**src/rtl/fifo_ctrl_pkg.sv**
```systemverilog
// rtl/fifo_ctrl_pkg.sv - shared types and constants for the FIFO access controller
// Contents:
//   rd_state_t     : read-side FSM states.
//   FIFO_DEPTH     : entries in the shared FIFO. The controller trusts the FIFO's
//                    flags and keeps no occupancy count of its own.
//   DEFAULT_DATA_W : default data width; it must match the FIFO word width.
package fifo_ctrl_pkg;

  localparam int FIFO_DEPTH     = 8;
  localparam int DEFAULT_DATA_W = 8;

  typedef enum logic [1:0] {
    RD_IDLE = 2'd0,
    RD_WAIT = 2'd1,
    RD_HOLD = 2'd2
  } rd_state_t;

endpackage

```
**src/rtl/fifo_access_ctrl_rr_arbiter.sv**
```systemverilog
// rtl/fifo_access_ctrl_rr_arbiter.sv - round-robin arbiter owning the rotation pointer
// Ports:
//   clk, rst_n  : clock and asynchronous active-low reset.
//   req         : request vector, one bit per producer.
//   advance     : high when the current grant is consumed this cycle.
//   grant       : one-hot grant; all zeros when nothing is requested.
//   grant_idx   : binary index of the granted producer.
module rr_arbiter #(
  parameter int N_REQ = 2,
  localparam int IDX_W = (N_REQ > 1) ? $clog2(N_REQ) : 1
) (
  input  logic             clk,
  input  logic             rst_n,
  input  logic [N_REQ-1:0] req,
  input  logic             advance,
  output logic [N_REQ-1:0] grant,
  output logic [IDX_W-1:0] grant_idx
);

  logic [IDX_W-1:0] rr_ptr_q, rr_ptr_d;

  // Search starts at rr_ptr_q and wraps; the first requester found wins.
  always_comb begin
    logic             found;
    logic [IDX_W-1:0] idx;
    grant     = '0;
    grant_idx = '0;
    found     = 1'b0;
    idx       = '0;
    for (int k = 0; k < N_REQ; k++) begin
      idx = IDX_W'((int'(rr_ptr_q) + k) % N_REQ);
      if (!found && req[idx]) begin
        found      = 1'b1;
        grant[idx] = 1'b1;
        grant_idx  = idx;
      end
    end
  end

  // The pointer only moves past a winner that was actually accepted.
  always_comb begin
    rr_ptr_d = rr_ptr_q;
    if (advance) begin
      rr_ptr_d = (grant_idx == IDX_W'(N_REQ - 1)) ? '0 : grant_idx + 1'b1;
    end
  end

  always_ff @(posedge clk or negedge rst_n) begin
    if (!rst_n) begin
      rr_ptr_q <= '0;
    end else begin
      rr_ptr_q <= rr_ptr_d;
    end
  end

endmodule

```
**src/rtl/fifo_access_ctrl.sv**
```systemverilog
// rtl/fifo_access_ctrl.sv - push/pop scheduler in front of a shared 8x8 FIFO
// Ports:
//   clk, reset            : clock and asynchronous active-low reset.
//   req_valid/req_data    : N_REQ producer streams; slice i is [i*DATA_W +: DATA_W].
//   req_ready             : one-hot acceptance of the producer pushed this cycle.
//   fifo_push/fifo_din    : FIFO write strobe and data.
//   fifo_pop              : FIFO read strobe; fifo_dout is valid the cycle after.
//   fifo_full/fifo_empty  : FIFO flags, used as-is.
//   out_valid/out_data    : registered output stream, accepted with out_ready.
// Push and pop are never issued together; the FIFO cannot update its count twice.
module fifo_access_ctrl
  import fifo_ctrl_pkg::*;
#(
  parameter int N_REQ  = 2,
  parameter int DATA_W = DEFAULT_DATA_W
) (
  input  logic                    clk,
  input  logic                    reset,
  input  logic [N_REQ-1:0]        req_valid,
  input  logic [N_REQ*DATA_W-1:0] req_data,
  output logic [N_REQ-1:0]        req_ready,
  output logic                    fifo_push,
  output logic [DATA_W-1:0]       fifo_din,
  output logic                    fifo_pop,
  input  logic [DATA_W-1:0]       fifo_dout,
  input  logic                    fifo_full,
  input  logic                    fifo_empty,
  output logic                    out_valid,
  output logic [DATA_W-1:0]       out_data,
  input  logic                    out_ready
);

  localparam int IDX_W = (N_REQ > 1) ? $clog2(N_REQ) : 1;

  logic [N_REQ-1:0]  grant;
  logic [IDX_W-1:0]  grant_idx;
  rd_state_t         rd_state_q;
  logic              turn_q;
  logic              out_valid_q;
  logic [DATA_W-1:0] out_data_q;
  logic              wr_cand, rd_cand, do_push, do_pop;

  assign wr_cand = (|req_valid) && !fifo_full;
  // A pop may only start when the output register is free or being drained now.
  assign rd_cand = !fifo_empty &&
                   ((rd_state_q == RD_IDLE) || ((rd_state_q == RD_HOLD) && out_ready));

  // On a conflict turn_q picks the side; reset gates the strobes immediately.
  assign do_push = reset && wr_cand && (!rd_cand || !turn_q);
  assign do_pop  = reset && rd_cand && (!wr_cand || turn_q);

  rr_arbiter #(.N_REQ(N_REQ)) u_arb (
    .clk       (clk),
    .rst_n     (reset),
    .req       (req_valid),
    .advance   (do_push),
    .grant     (grant),
    .grant_idx (grant_idx)
  );

  assign fifo_push = do_push;
  assign fifo_pop  = do_pop;
  assign req_ready = do_push ? grant : '0;
  assign fifo_din  = do_push ? req_data[grant_idx*DATA_W +: DATA_W] : '0;
  assign out_valid = out_valid_q;
  assign out_data  = out_data_q;

  always_ff @(posedge clk or negedge reset) begin
    if (!reset) begin
      rd_state_q  <= RD_IDLE;
      turn_q      <= 1'b0;
      out_valid_q <= 1'b0;
      out_data_q  <= '0;
    end else begin
      if (wr_cand && rd_cand) begin
        turn_q <= !turn_q;
      end
      case (rd_state_q)
        RD_IDLE: begin
          if (do_pop) rd_state_q <= RD_WAIT;
        end
        RD_WAIT: begin
          out_data_q  <= fifo_dout;
          out_valid_q <= 1'b1;
          rd_state_q  <= RD_HOLD;
        end
        RD_HOLD: begin
          if (out_ready) begin
            out_valid_q <= 1'b0;
            rd_state_q  <= do_pop ? RD_WAIT : RD_IDLE;
          end
        end
        default: rd_state_q <= RD_IDLE;
      endcase
    end
  end

endmodule

```
**config.mk**
```make
export PLATFORM = sky130hd
export DESIGN_NAME = fifo_access_ctrl
export DESIGN_NICKNAME = d
export VERILOG_FILES = /design/src/rtl/fifo_ctrl_pkg.sv /design/src/rtl/fifo_access_ctrl_rr_arbiter.sv /design/src/rtl/fifo_access_ctrl.sv
export SDC_FILE = /design/constraint.sdc
export NUM_CORES = 1
export LEC_CHECK = 0
export BUFFER_PORTS_ARGS = -buffer_cell sky130_fd_sc_hd__buf_2
export CORE_MARGIN = 1
export CORE_UTILIZATION = 43
export DETAILED_ROUTE_END_ITERATION = 10
export PLACE_DENSITY = 0.9
export SYNTH_ARGS = -nofsm -noshare
export SYNTH_HDL_FRONTEND = slang
export SYNTH_SLANG_ARGS = --single-unit
```
**constraint.sdc**
```tcl
create_clock -name clk -period 3.7 [get_ports clk]
set_clock_uncertainty 0.15 [all_clocks]
set_input_delay 0 -clock clk [delete_from_list [all_inputs] [get_ports clk]]
set_output_delay 0 -clock clk [all_outputs]
set_load 0.005 [all_outputs]
```
# Word-level counts from Yosys, hierarchy flattened
# Index checks and enable logic that the tools add are counted.
[word_totals]
word_cells = 64
output_inout_bits = 21
in_bits = 31
reg_bits = 13
[classes]
n_eq_ne = 4
shift = 1
mux = 22
n_reduce_logical = 25
bitwise = 1
add_sub_neg = 2
order_cmp = 4
[ops]
columns = ["cell", "count"]
rows = [
  ["variable part select 16 x 5 -> 8 bit", 1],
  ["2-to-1 mux 1 bit", 12],
  ["logical AND 1 bit", 11],
  ["2-to-1 mux 2 bit", 5],
  ["2-to-1 mux 8 bit", 1],
  ["zero test 1 bit", 6],
  ["case mux 2 bit (3 select lines)", 1],
  ["< comparator 1 x 2 -> 1 bit (second input constant)", 2],
  ["!= test 2 bit (second input constant)", 2],
  ["AND reduction 2 bit", 2],
  ["logical OR 1 bit", 3],
  ["adder 1 bit (second input constant)", 2],
  ["demux 1 bit (select 1 bit)", 2],
  ["equality test 2 x 1 -> 1 bit (second input constant)", 1],
  ["equality test 2 bit (second input constant)", 1],
  [">= comparator 1 bit (second input constant)", 2],
  ["zero test 2 bit", 1],
  ["OR 2 bit", 1],
  ["case mux 1 bit (2 select lines)", 1],
  ["nonzero test 2 bit", 1],
  ["OR reduction 2 bit", 1],
]

# Logic depth before layout (Yosys ltp)
[logic_depth]
ltp_word = 9
depth_mapped = 4

# Modules after synthesis
# From an unflattened synthesis, not the netlist that was laid out.
[hier_totals]
cells_unflattened = 69
area_unflattened_um2 = 728.2
[modules_own_cells]
columns = ["module", "n_inst", "seq_area_each_um2", "cells_each", "area_per_inst_um2"]
rows = [
  ["fifo_access_ctrl", 1, 300.3, 62, 644.4],
  ["rr_arbiter", 1, 25.0, 7, 83.8],
]

# Worst setup path after synthesis
# No wires, ideal clock.
[synth_timing]
path_kind = "reg-to-reg"
startpoint = "reg rd_state_q[0]"
endpoint = "reg u_arb.rr_ptr_q"
arrival_ps = 1212
path_stages_with_launch = 4
period_less_slack_ps = 1490
setup_ps = 128
slack_ps = 2210
path_cell_list = "dfrtp_1 > or2_4 > o311ai_4 > mux2_1"
[synth_via]
elab_chain_len = 7
[synth_lines]
columns = ["item", "line_no", "text"]
rows = [
  ["start: declaration", "fifo_access_ctrl.sv:37", "rd_state_t rd_state_q;"],
  ["start signal: assignment", "fifo_access_ctrl.sv:90", "rd_state_q <= do_pop ? RD_WAIT : RD_IDLE;"],
  ["equality test 2 bit", "fifo_access_ctrl.sv:46", "((rd_state_q == RD_IDLE) || ((rd_state_q == RD_HOLD) && out_ready));"],
  ["logical AND 1 bit", "fifo_access_ctrl.sv:46", ""],
  ["logical OR 1 bit (*)", "fifo_access_ctrl.sv:46", ""],
  ["logical AND 1 bit (*)", "fifo_access_ctrl.sv:45", "assign rd_cand = !fifo_empty &&"],
  ["zero test 1 bit (*)", "fifo_access_ctrl.sv:49", "assign do_push = reset && wr_cand && (!rd_cand || !turn_q);"],
  ["logical OR 1 bit (*)", "fifo_access_ctrl.sv:49", ""],
  ["logical AND 1 bit (*)", "fifo_access_ctrl.sv:49", ""],
  ["end signal: assignment", "fifo_access_ctrl_rr_arbiter.sv:52", "rr_ptr_q <= rr_ptr_d;"],
  ["end: declaration", "fifo_access_ctrl_rr_arbiter.sv:20", "logic [IDX_W-1:0] rr_ptr_q, rr_ptr_d;"],
]
# Mark *: on every way between the ends. The rest lies on a longest branch, timed or not.
# A chain may end at the register's enable or synchronous reset.

# Final worst setup path
[layout_timing]
startpoint = "reg rd_state_q[0]"
endpoint = "reg rd_state_q[0]"
[layout_via]
elab_chain_len = 9
[layout_lines]
columns = ["item", "line_no", "text"]
rows = [
  ["equality test 2 bit", "fifo_access_ctrl.sv:46, fifo_access_ctrl.sv:78", ""],
  ["logical AND 1 bit", "fifo_access_ctrl.sv:46", ""],
  ["logical OR 1 bit", "fifo_access_ctrl.sv:46", ""],
  ["logical AND 1 bit", "fifo_access_ctrl.sv:45", ""],
  ["logical AND 1 bit (2 in a row)", "fifo_access_ctrl.sv:50", "assign do_pop = reset && rd_cand && (!wr_cand || turn_q);"],
  ["2-to-1 mux 1 bit", "fifo_access_ctrl.sv:90", ""],
  ["2-to-1 mux 2 bit", "fifo_access_ctrl.sv:88", "if (out_ready) begin"],
  ["case mux 2 bit (3 select lines)", "fifo_access_ctrl.sv:78", "case (rd_state_q)"],
]
# Several ways; a longest one is shown, not always the timed one. The select of a mux whose other input is x is not followed.

==> results by stage <==
Yosys:
- The cell type with the largest total area after synthesis is sky130_fd_sc_hd__dfrtp_1.
- Synthesis produced 72 cells.
- Counting instances in the post-synthesis netlist gives the leading cell types as 13 x sky130_fd_sc_hd__dfrtp_1, 9 x sky130_fd_sc_hd__a21oi_1, 9 x sky130_fd_sc_hd__o21ai_0.
- The most common cell in the synthesized netlist is sky130_fd_sc_hd__dfrtp_1.
- The post-synthesis instance area is 743 um^2.
- Yosys mapped a number of flops with a built-in enable equal to 0.
- Synthesis produced a netlist with a net count of 103.
- The register area share after synthesis is 43.8%.
- Synthesis inferred 13 register bits.
- During synthesis, Yosys emitted a total of 0 warnings.
- After synthesis, the mean cell area works out to 10.3 um^2.
- The area fraction of the dominant cell type after synthesis is 43.8%.
- Synthesis instantiated 20 different standard cells from the library.
- Ranked by total cell area, the synthesized netlist is headed by sky130_fd_sc_hd__dfrtp_1 44%, sky130_fd_sc_hd__mux2_2 12%, sky130_fd_sc_hd__nand3b_1 8.1%.
- After synthesis, the share of flip-flops with an asynchronous set or reset is 100%.
- The top flip-flop cell by instance count after synthesis is sky130_fd_sc_hd__dfrtp_1.

Setup path:
- Traced cell by cell, the critical path runs through or2_4, a2111oi_0, dlygate4sd3_1.
- The largest fanout on the critical path is 4.
- The arrival time at the worst endpoint is 2010 ps.
- The endpoint class of the critical path is a register.
- The cell count of the worst reg-to-reg path is 3.
- In this run the critical register-to-register path is launched from rd_state_q[0].
- The capture point of the worst reg-to-reg path is rd_state_q[0].
- For this run, the slowest stage of the critical path takes 620 ps.
- STA puts the critical path data required time at 3760 ps.
- The critical path in this run is classified as register to register.
- The slowest cell on the critical path is sky130_fd_sc_hd__dlygate4sd3_1.
- The kind of launch point of the worst setup path is a register.
- The setup check on the worst reg-to-reg path leaves a slack of 1750 ps.

Routing:
- The average vias per placed instance is 5.07.
- The number of vias after detailed routing is 771.
- The DRC marker count from the first detailed-route iteration is 26.
- The post-detailed-route DRC marker count is 16.
- The detailed-routing iteration count for the pre-antenna-repair pass is 7.
- After detailed routing, the average wire length per cell comes to 12.0 um.
- In this run the remaining antenna-violating nets after routing total 0.
- Summed over all layers, the routed wires come to 1820 um.

Final layout:
- The fraction of final layout cells sized beyond drive strength 1 is 48.5%.
- The final standard cell count with taps included and fillers excluded is 152.
- The cell area after layout is 1150 um^2.
- The area growth from synthesis to layout is 54.7%.
- Cells fill 73.8% of the core in the end.
- The final layout contains 168 nets.
- The repair_antennas step left the layout with diodes totalling 0.

CTS:
- The number of buffers between clock root and the deepest sink is 2.
- The tree built by TritonCTS fans out to 13 sinks.
- CTS built an H-tree with a depth of 1.
- The register clock-pin slew on the reported worst setup and hold paths is 80 ps.
- TritonCTS built the clock tree.
- Counting the buffers created by CTS gives 3.
- The number of gates resized after cts is 0.
- The library cell used as clock root buffer is sky130_fd_sc_hd__clkbuf_4.
- Buffers added to address setup during post-CTS repair amount to 0.
- The later-pin clock latency in the skew report is 270 ps.

Timing:
- The setup TNS after final layout is 0 ps.
- Setup repair after global routing left no endpoint under its margin.
- Counting I/O delays and the setup requirement, the final critical path takes 1950 ps.
- For the pin with the worst max-slew slack, the measured transition is 508 ps.
- The timing-limited maximum frequency is 513 MHz.
- The final period utilization is 52.7%.
- Setup violations remaining at the end of the flow were counted as 0.
- The number of pins with negative max-slew slack in the final report is 0.
- Hold timing on the final database bottoms out at a slack of 27.2 ps.
- Once routing completed, OpenROAD measured the worst setup slack at 1750 ps.
- The number of hold-slack violations in the final timing report was 0.
- The relative slew slack is 66.1%.

Run status:
- The run finished, with violations left.
- The checks that failed: DRC.

Pwr:
- Combinational logic is responsible for 40.3% of the overall power.
- Power spread over the standard cell area amounts to 476 nW/um^2.
- The clock network burns 16.1% of the power.
- The net switching fraction of the power is 32.1%.
- In this run, flip-flops and latches consume 43.6% of the power.
- The maximum vdd ir drop is 0.000362 V.
- Summing internal, switching and leakage power gives 0.547 mW.
- The power spent charging and discharging nets is 0.175 mW.
- Internal power comes to 0.371 mW.
- Summed over all cells, the static leakage comes to 0.591 nW.

Floorplanning:
- The horizontal die dimension is 43.6 um.
- The floorplan die area is 1900 um^2.
- 52 I/O pins were placed.
- The die span in y is 43.6 um.
- The floorplan core area is 1560 um^2.
- The initial core utilization is 47.7%.
- In this run the core area contains 14 standard-cell rows.

Global routing:
- The global route total overflow is 0.
- The via count of the first global-routing pass came to 698.
- The first-pass GRT wire length is 2880 um.
- The pin count of the biggest net entering global routing is 18.
- Across every metal layer, demand over resource in global routing totals 20.5%.
- The number of antenna violations at the first check in global routing is 0.

Place:
- The worst slack at placement is 1900 ps.
- Counting tap cells, the placed design contains a total of 136 instances.
- The routability congestion estimate is 0.750.
- Buffers placed on the I/O ports in this run total 51.
- The half-perimeter wire length of the detailed placement result is 1270 um.
- The cell area after placement is 1000 um^2.

Job:
- The number of max-capacitance violations reported is 0.

Min path:
- The path class of the tightest hold or removal check is input pin to asynchronous set/reset pin.
==> power by group through the flow <==
| stage | Sequential (mW) | Combinational (mW) | Clock [mW] |
|---|---|---|---|
| floorplan | 0.240 | 0.115 | 0 |
| global placement | 0.234 | 0.203 | 0 |
| detailed placement | 0.238 | 0.210 | 0 |
| CTS | 0.236 | 0.222 | 0.0908 |
| global route | 0.245 | 0.245 | 0.0996 |
| finish | 0.239 | 0.220 | 0.0879 |
==> routing by layer <==
| metal | global-route usage, % | vias to the layer above | routed length [um] |
|---|---|---|---|
| met3 | 4.17 | 0 | 160 |
| met2 | 37.6 | 46 | 900 |
| met5 | 0 | - | 0 |
| met1 | 22.4 | 341 | 758 |
| met4 | 9.38 | 0 | 0 |
| li1 | - | 384 | - |
==> layout make-up <==
cell class	instances	area, um^2
clock buffers	4	26.3
repair buffers	63	375
well taps	16	20.0
fillers	114	409
inverters	6	22.5
flip-flops and latches	13	325
multi-input cells	50	380
==> worst max-delay path: cells and delay by family (launching register included) <==
kind | cells | cell delay, ps
AO/OA/AOI/OAI | 1 | 420
flip-flops | 1 | 420
AND/OR/NAND/NOR | 1 | 280
buffers and inverters | 1 | 620
==> worst max path at each step <==
stage	startpoint	end	slack, ps	cells after the start
2_1_floorplan	rd_state_q[0]	u_arb.rr_ptr_q	2210	3
3_3_place_gp	rd_state_q[0]	u_arb.rr_ptr_q	1980	3
3_5_place_dp	rd_state_q[0]	u_arb.rr_ptr_q	1900	3
4_1_cts	rd_state_q[1]	req_ready[0]	1750	4
5_1_grt	rd_state_q[0]	rd_state_q[0]	1630	3
6_report	rd_state_q[0]	rd_state_q[0]	1750	3
==> cell usage in the layout (no fill, tap or decap) <==
| cell | n |
|---|---|
| sky130_fd_sc_hd__inv_1 | 6 |
| sky130_fd_sc_hd__a21oi_1 | 9 |
| sky130_fd_sc_hd__o21ai_0 | 9 |
| sky130_fd_sc_hd__nand3b_1 | 8 |
| sky130_fd_sc_hd__clkbuf_1 | 1 |
| sky130_fd_sc_hd__or2_4 | 1 |
| sky130_fd_sc_hd__a2111oi_0 | 2 |
| sky130_fd_sc_hd__a21o_1 | 1 |
| sky130_fd_sc_hd__buf_2 | 51 |
| sky130_fd_sc_hd__nand2b_1 | 1 |
| sky130_fd_sc_hd__nor3b_1 | 1 |
| sky130_fd_sc_hd__mux2_1 | 1 |
| sky130_fd_sc_hd__and2b_1 | 3 |
| sky130_fd_sc_hd__clkbuf_4 | 3 |
| sky130_fd_sc_hd__xnor2_1 | 1 |
| sky130_fd_sc_hd__o311ai_4 | 1 |
| sky130_fd_sc_hd__nor2_1 | 2 |
| sky130_fd_sc_hd__dfrtp_1 | 13 |
| sky130_fd_sc_hd__mux2_2 | 8 |
| sky130_fd_sc_hd__nor2_2 | 1 |
| sky130_fd_sc_hd__dlygate4sd3_1 | 12 |
| sky130_fd_sc_hd__o21ba_2 | 1 |
==> logic make-up after synthesis <==
family                 count (synthesis)  synth area share (%)
AND/OR/NAND/NOR                       17                  16.0
AO/OA/AOI/OAI                         23                  20.4
buffers and inverters                  9                  5.05
XOR/XNOR                               1                  1.18
flip-flops                            13                  43.8
multiplexers                           9                  13.6
==> what timing repair did <==
action | in CTS | in global routing
hold buffers | 12 | 0
setup endpoints to repair | 0 | 0
endpoints found under the hold margin | 24 | 0
==> sequential cells by signal, summed over array words and instances (netlist names) <==
| name | flops |
|---|---|
| u_arb.rr_ptr_q | 1 |
| out_valid | 1 |
| turn_q | 1 |
| out_data | 8 |
| rd_state_q | 2 |
Note: power is estimated with default switching activity, not from simulation.
